## src/rtl/pipe_ctrl.sv

```systemverilog
`default_nettype none
// ============================================================================
//  Module      : pipe_ctrl
//  Description : Fetch-stage pipeline controller. Owns the program counter,
//                arbitrates redirects, holds and memory stalls, and drives the
//                if_id / id_ex hold and flush controls. Also keeps saturating
//                counters of accepted redirects and of hold/stall cycles.
//  Revision    : 1.0 - initial release
// ============================================================================
module pipe_ctrl #(
  parameter logic [31:0] RESET_ADDR = 32'h0000_0000,
  parameter int          CNT_W      = 32
) (
  input  logic             clk,
  input  logic             rst,
  input  logic [31:0]      jump_addr_i,
  input  logic             jump_en_i,
  input  logic             hold_flag_i,
  input  logic             imem_ready_i,
  output logic [31:0]      pc_o,
  output logic             hold_if_id_o,
  output logic             flush_if_id_o,
  output logic             flush_id_ex_o,
  output logic             misalign_o,
  output logic [CNT_W-1:0] jump_cnt_o,
  output logic [CNT_W-1:0] stall_cnt_o
);

  localparam logic [1:0] S_RUN   = 2'd0;
  localparam logic [1:0] S_FLUSH = 2'd1;
  localparam logic [1:0] S_HOLD  = 2'd2;
  localparam logic [1:0] S_STALL = 2'd3;

  localparam logic [CNT_W-1:0] CNT_MAX = {CNT_W{1'b1}};
  localparam logic [CNT_W-1:0] CNT_ONE = {{(CNT_W-1){1'b0}}, 1'b1};

  logic [1:0]       state_q, state_d;
  logic [31:0]      pc_q, pc_d;
  logic             boot_q;
  logic             misalign_q, misalign_d;
  logic [CNT_W-1:0] jump_cnt_q, jump_cnt_d;
  logic [CNT_W-1:0] stall_cnt_q, stall_cnt_d;

  logic [31:0]      pc_inc;
  logic             jump_acc;
  logic             hold_req;
  logic             flush_if;
  logic             flush_ex;

  assign pc_inc = pc_q + 32'd4;

  // Next-state, next-PC and pipeline-register controls, in fixed priority:
  // boot cycle, redirect, execute hold, end of hold, memory stall, free run.
  always_comb begin
    state_d  = state_q;
    pc_d     = pc_q;
    jump_acc = 1'b0;
    hold_req = 1'b0;
    flush_if = 1'b0;
    flush_ex = 1'b0;
    if (boot_q) begin
      // First cycle out of reset: both pipeline registers take NOPs and the
      // PC stays at the reset address so the first fetch is issued cleanly.
      flush_if = 1'b1;
      flush_ex = 1'b1;
      state_d  = S_RUN;
    end else if (jump_en_i) begin
      jump_acc = 1'b1;
      pc_d     = {jump_addr_i[31:2], 2'b00};
      flush_if = 1'b1;
      flush_ex = 1'b1;
      state_d  = S_FLUSH;
    end else if (hold_flag_i) begin
      hold_req = 1'b1;
      flush_ex = 1'b1;
      state_d  = S_HOLD;
    end else if (state_q == S_HOLD) begin
      // Hold released: resume; if memory is not ready the fetch is not
      // accepted this cycle, so keep if_id and bubble id_ex.
      state_d = S_RUN;
      if (imem_ready_i) begin
        pc_d = pc_inc;
      end else begin
        hold_req = 1'b1;
        flush_ex = 1'b1;
      end
    end else if (!imem_ready_i) begin
      hold_req = 1'b1;
      flush_ex = 1'b1;
      state_d  = S_STALL;
    end else begin
      pc_d    = pc_inc;
      state_d = S_RUN;
    end
    // The instruction arriving in the cycle after a redirect was fetched from
    // the old path (one-cycle memory latency) and must always be discarded.
    if (!boot_q && state_q == S_FLUSH) begin
      flush_if = 1'b1;
    end
  end

  // Saturating event counters.
  always_comb begin
    jump_cnt_d  = jump_cnt_q;
    stall_cnt_d = stall_cnt_q;
    if (jump_acc && jump_cnt_q != CNT_MAX) begin
      jump_cnt_d = jump_cnt_q + CNT_ONE;
    end
    if ((state_q == S_HOLD || state_q == S_STALL) && stall_cnt_q != CNT_MAX) begin
      stall_cnt_d = stall_cnt_q + CNT_ONE;
    end
  end

  assign misalign_d = jump_acc & (|jump_addr_i[1:0]);

  // State, PC, boot marker, misalign pulse and counters.
  always_ff @(posedge clk or negedge rst) begin
    if (!rst) begin
      state_q     <= S_RUN;
      pc_q        <= RESET_ADDR;
      boot_q      <= 1'b1;
      misalign_q  <= 1'b0;
      jump_cnt_q  <= '0;
      stall_cnt_q <= '0;
    end else begin
      state_q     <= state_d;
      pc_q        <= pc_d;
      boot_q      <= 1'b0;
      misalign_q  <= misalign_d;
      jump_cnt_q  <= jump_cnt_d;
      stall_cnt_q <= stall_cnt_d;
    end
  end

  assign pc_o          = pc_q;
  assign flush_if_id_o = flush_if;
  assign hold_if_id_o  = hold_req & ~flush_if;
  assign flush_id_ex_o = flush_ex;
  assign misalign_o    = misalign_q;
  assign jump_cnt_o    = jump_cnt_q;
  assign stall_cnt_o   = stall_cnt_q;

endmodule
`default_nettype wire

```

## config.mk

```make
export PLATFORM = sky130hd
export DESIGN_NAME = pipe_ctrl
export DESIGN_NICKNAME = d
export VERILOG_FILES = /design/src/rtl/pipe_ctrl.sv
export SDC_FILE = /design/constraint.sdc
export NUM_CORES = 1
export LEC_CHECK = 0
export ABC_AREA = 1
export CAP_MARGIN = 25
export CORE_MARGIN = 2
export CORE_UTILIZATION = 45
export DETAILED_ROUTE_END_ITERATION = 10
export PLACE_DENSITY = 0.67
export SLEW_MARGIN = 20
export SYNTH_ARGS = -nofsm -noshare
export SYNTH_HDL_FRONTEND = slang
export SYNTH_SLANG_ARGS = --single-unit
```

## constraint.sdc

```tcl
create_clock -name clk -period 3.4 [get_ports clk]
set_clock_uncertainty 0.15 [all_clocks]
set_input_delay 0.68 -clock clk [delete_from_list [all_inputs] [get_ports clk]]
set_output_delay 0.68 -clock clk [all_outputs]
set_load 0.005 [all_outputs]
```

=== Word-level counts from Yosys, hierarchy flattened ===
Cells that the tools add are included.

* Register bits: 100
* Input bits: 37
* Logic and storage cells: 45

* Add/subtract/negate cells: 3
* Equality and inequality tests: 6
* Muxes and demuxes: 18
* Bitwise logic cells: 4
* Reductions and logical operators: 8

{| class="wikitable"
|+ Operators by type and width
! operator !! number
|-
| two-way mux 32 bit || 3
|-
| adder 32 x 1 -> 32 bit (second input constant) || 2
|-
| != test 32 bit (second input constant) || 2
|-
| adder 32 x 3 -> 32 bit (second input constant) || 1
|-
| two-way mux 1 bit || 10
|-
| two-way mux 2 bit || 5
|-
| == test 2 bit (second input constant) || 2
|-
| logical AND 1 bit || 3
|-
| AND reduction 3 bit || 1
|-
| AND 1 bit || 2
|-
| == test 2 x 1 -> 1 bit (second input constant) || 1
|-
| != test 2 bit (second input constant) || 1
|-
| inverter 1 bit || 2
|-
| nonzero test 2 bit || 1
|-
| OR reduction 2 bit || 1
|-
| zero test 1 bit || 1
|-
| logical OR 1 bit || 1
|}

=== Depth between registers and ports, before layout ===
* Depth after elaboration: 5
* Depth in mapped cells: 11
* Mapped depth without buffers: 11

=== Worst setup path after synthesis ===
OpenSTA, ideal clock, no wires.

* Path type: input-to-output
* Start point: input port jump_en_i
* End point: output port hold_if_id_o
* Arrival: 1.193 ns
* Slack: 1.377 ns
* Cell stages on the path: 4
* Path buffers: 1
* Cell sequence: buf_2 -> nor2_1 -> o21ai_0 -> nor2_1

* Longest elaborated chain between the ends: 5

{| class="wikitable"
|+ RTL lines
! what !! RTL line !! source
|-
| from (decl) || 17 || <nowiki>input logic jump_en_i,</nowiki>
|-
| two-way mux 1 bit || 67 || <nowiki>end else if (jump_en_i) begin</nowiki>
|-
| two-way mux 1 bit || 61 || <nowiki>if (boot_q) begin</nowiki>
|-
| two-way mux 1 bit || 97 || <nowiki>if (!boot_q && state_q == S_FLUSH) begin</nowiki>
|-
| via flush_if_id_o || 22 || <nowiki>output logic flush_if_id_o,</nowiki>
|-
| inverter 1 bit || 137 || <nowiki>assign hold_if_id_o = hold_req & ~flush_if;</nowiki>
|-
| AND 1 bit || 137 ||
|-
| to (decl) || 21 || <nowiki>output logic hold_if_id_o,</nowiki>
|}

The timed path passes the listed nets, and every way through them passes these cells.

=== Final worst setup path ===
* Start point: input port jump_en_i
* End point: output port hold_if_id_o

* Longest elaborated chain between the ends: 5

{| class="wikitable"
|+ RTL lines
! what !! RTL line
|-
| two-way mux 1 bit || 67
|-
| two-way mux 1 bit || 61
|-
| two-way mux 1 bit || 97
|-
| inverter 1 bit || 137
|-
| AND 1 bit (*) || 137
|}

Mark *: on every way between the ends. The rest lies on a longest branch, timed or not.

==> parameters.txt <==
Parameter                              Value

Outcome
  Run status ... finished clean

Final layout
  Total number of nets in the final design ... approximately 1200
  Count of antenna diodes in the layout ... 0
  FILL cells ... 1470
  Fraction of layout cells with a size suffix above 1 ... 4.36%
  Synthesis-to-finish area growth ... 25.9%
  Final Non-Filler Cells ... approximately 1400

Power and ir drop
  Cell Int Power ... 0.00219 W
  Part of the power in the clock network ... 30.8%
  Net Sw Power ... 0.000966 W
  Peak VDD IR ... 0.000241 V
  Sw frac ... 30.7%
  Total power per unit cell area ... 374 mW/mm^2
  Combinational power share ... 23.1%
  Power share of the sequential group ... 46.1%
  Leak Pwr ... between 3 and 4 nW

Synth
  Seq/Total Area, Yosys ... 36.7%
  Cell type contributing the most total cell area after synthesis ... sky130_fd_sc_hd__dfrtp_1
  Post-synthesis instance total ... between 1000 and 1500
  Mean instance size in the synthesized netlist ... around 6.3 um^2
  Synth Warn # ... 0
  Yosys cell types ... 37
  Seq cells post-synth ... approximately 100
  Area share of the largest cell type after synthesis ... 36.3%
  Summed instance area of the synthesized netlist ... 0.00669 mm^2
  Area contributors post-synth ... sky130_fd_sc_hd__dfrtp_1 36%, sky130_fd_sc_hd__nand2_1 28%, sky130_fd_sc_hd__nor2_1 10%

Drt
  DRC ... 0
  Number of detailed-routing iterations run before antenna repair ... 5
  Wire per inst ... 13.3 um
  Drt via density ... 4.93
  Starting DRT DRC Count ... 435
  Antenna violation net count after detailed routing ... 0
  Routed via count ... between 6000 and 7000
  Sum of routed wire length over all layers ... 18300 um

Setup path
  Data required, critical path ... between 2 and 3 ns
  Critical path launch point type ... input port
  Arrival time worst endpoint ... 1.99 ns
  Register-to-register path setup slack ... ~1.2 ns
  RR Startpoint ... stall_cnt_o[0]
  Worst setup path startpoint ... jump_en_i
  Crit-path max cell delay ... 0.50 ns
  Cell chain of the critical path ... clkdlybuf4s50_1, nor2_1, o21ai_0, nor2_1, clkdlybuf4s50_1
  Worst-path fanout max ... 2
  Worst setup path endpoint ... hold_if_id_o
  CP Class ... in -> out
  Path depth of the worst reg2reg path ... 10
  Destination of the worst register-to-register timing path ... stall_cnt_o[5]
  Endpoint kind of the worst setup timing path ... output port
  Crit path max-delay cell type ... sky130_fd_sc_hd__clkdlybuf4s50_1

STA
  Hold Slack ... 0.172 ns
  Post-route setup TNS ... 0 ns
  Slew at the pin closest to its max-slew limit ... 0.555 ns
  Unrepaired setup endpoints after global routing ... false
  Fin worst setup slack ... roughly 0.58 ns
  Final Cycle Share ... 82.9%
  Maximum achievable frequency ... 355 MHz
  Tmin final ... roughly 2.8 ns
  Worst slew margin relative to its limit ... 62.9%
  Final Setup Violations ... 0
  Final Max Tran Viols ... 0
  Final hold violation count ... 0

Clock tree
  Post-CTS Setup Repair Bufs ... 0
  Number of clock buffers inserted by TritonCTS ... 9
  Sinks on the clock net ... 98
  H-tree levels ... 3
  Clock tree from TritonCTS ... yes
  Number of gates given a new drive strength after cts ... 0
  Reg clk slew, reported paths ... 0.06 ns
  Clock Tree Buf Depth ... 2
  Later-pin clock latency in the skew report ... 0.35 ns
  Hold-fix buffer count after cts ... 0
  Root buffer cell ... sky130_fd_sc_hd__clkbuf_16

Placed design
  # port buffers ... around 130
  GP Congestion ... between 0.8 and 0.9
  Pre-CTS WS ... 0.557 ns
  Total half-perimeter wirelength after legalization and detailed placement ... 13800 um
  Placed instance count ... 1360

GRT
  Global-route wire length before repair ... 30800 um
  Maximum number of pins on one net before global-route repair ... 57
  Number of antenna violations at the first check in global routing ... 0
  Remaining Overflow, GRT ... 0
  Vias in the first global route ... 6246
  Overall track demand over capacity in global routing ... 23.7%

Floorplan
  Count of boundary I/O pins ... 137
  Site Rows ... 44
  Die ar. ... 0.0159 mm^2
  Initial standard-cell utilization of the core ... between 40% and 50%
  Height of the die ... between 100 and 150 um
  Die Span X ... 126 um
  Floorplan Core Area ... approximately 0.015 mm^2

Job
  Maximum Capacitance Violations ... 0

Hold path
  Worst hold path type ... in -> async
==> per-stage QoR <==
stage               total power, W  area [um^2]  util (%)
floorplan                  0.00180         6700         -
global placement           0.00220         8150      56.1
detailed placement         0.00220         8150      56.1
CTS                        0.00319         8420      58.0
global route               0.00335         8420      58.0
finish                     0.00315         8420      58.0
==> layout by cell type (no fill, tap or decap), types with 9 or more instances in the layout <==
| master | Yosys | final |
|---|---|---|
| sky130_fd_sc_hd__nand2_1 | 498 | 498 |
| sky130_fd_sc_hd__nor2_1 | 185 | 185 |
| sky130_fd_sc_hd__clkdlybuf4s50_1 | 0 | 133 |
| sky130_fd_sc_hd__dfrtp_1 | 97 | 97 |
| sky130_fd_sc_hd__inv_1 | 59 | 59 |
| sky130_fd_sc_hd__nand3_1 | 40 | 40 |
| sky130_fd_sc_hd__o21ai_0 | 30 | 30 |
| sky130_fd_sc_hd__nand3b_1 | 25 | 25 |
| sky130_fd_sc_hd__xor2_1 | 17 | 17 |
| sky130_fd_sc_hd__a21oi_1 | 16 | 16 |
| sky130_fd_sc_hd__xnor2_1 | 15 | 15 |
| sky130_fd_sc_hd__nand2_2 | 13 | 13 |
| sky130_fd_sc_hd__clkbuf_16 | 0 | 9 |
==> power by group through the flow <==
stage	Clock (W)	Combinational, W	Sequential [W]
6_report	0.000970	0.000728	0.00145
4_1_cts	0.00100	0.000736	0.00145
2_1_floorplan	0	0.000365	0.00144
3_5_place_dp	0	0.000731	0.00147
5_1_grt	0.00105	0.000821	0.00148
3_3_place_gp	0	0.000726	0.00147
==> Yosys cell counts (all sizes together) <==
| cell | count |
|---|---|
| a31oi | 1 |
| o31ai | 1 |
| o21ai | 34 |
| nand4 | 3 |
| clkbuf | 9 |
| nor2 | 194 |
| conb | 1 |
| nand3 | 40 |
| nand3b | 25 |
| a21boi | 1 |
| o22ai | 2 |
| nor3 | 3 |
| nand2 | 514 |
| buf | 15 |
| a21oi | 16 |
| and2 | 2 |
| or2 | 1 |
| dfrtp | 97 |
| inv | 64 |
| o21bai | 1 |
| xor2 | 17 |
| dfstp | 1 |
| xnor2 | 15 |
| ha | 3 |
==> worst min-delay path by stage <==
stage	startpoint	end	depth (start not counted)
CTS	rst	stall_cnt_o[26]	1
global placement	stall_cnt_o[24]	stall_cnt_o[24]	1
detailed placement	stall_cnt_o[24]	stall_cnt_o[24]	1
finish	rst	stall_cnt_o[26]	1
global route	rst	stall_cnt_o[26]	1
floorplan	rst	jump_cnt_o[0]	0
==> critical path: cells and delay by family <==
| kind | cells | cell delay, ns |
|---|---|---|
| buffers and inverters | 2 | 0.92 |
| and+or+nand+nor | 2 | 0.25 |
| AOI/OAI and AO/OA | 1 | 0.13 |
==> layout make-up <==
cell class                 instances  area [um^2]  share of cell area (%)
clock inverter                     3         15.0                   0.178
tap                              184          230                    2.73
clock buffer                      13          260                    3.09
multi-input combinational        876         3840                    45.5
sequential                        98         2450                    29.1
timing repair buffer             138         1380                    16.4
inverter                          64          248                    2.94
==> layer usage <==
layer / routed length, um / track usage (%) / vias to the layer above
met3: 897 / 2.76 / 18
met4: 366 / 7.50 / 0
li1: - / - / 3520
met2: 8430 / 38.1 / 194
met1: 8570 / 33.6 / 3049
met5: 0 / 0 / -
==> kinds of logic after synthesis <==
family / synth area share [%]
AOI/OAI and AO/OA: 4.41
buffers and inverters: 6.19
adders and majority gates: 0.561
xor gates and xnor gates: 4.19
and+or+nand+nor: 47.9
DFF: 36.7
other: 0.0561
==> state kept, by name, summed over array words and instances, names as in the netlist <==
register / flops
state_q: 2
stall_cnt_o: 32
pc_o: 30
misalign_o: 1
boot_q: 1
jump_cnt_o: 32
No activity file was read; power rests on OpenSTA's default activity.
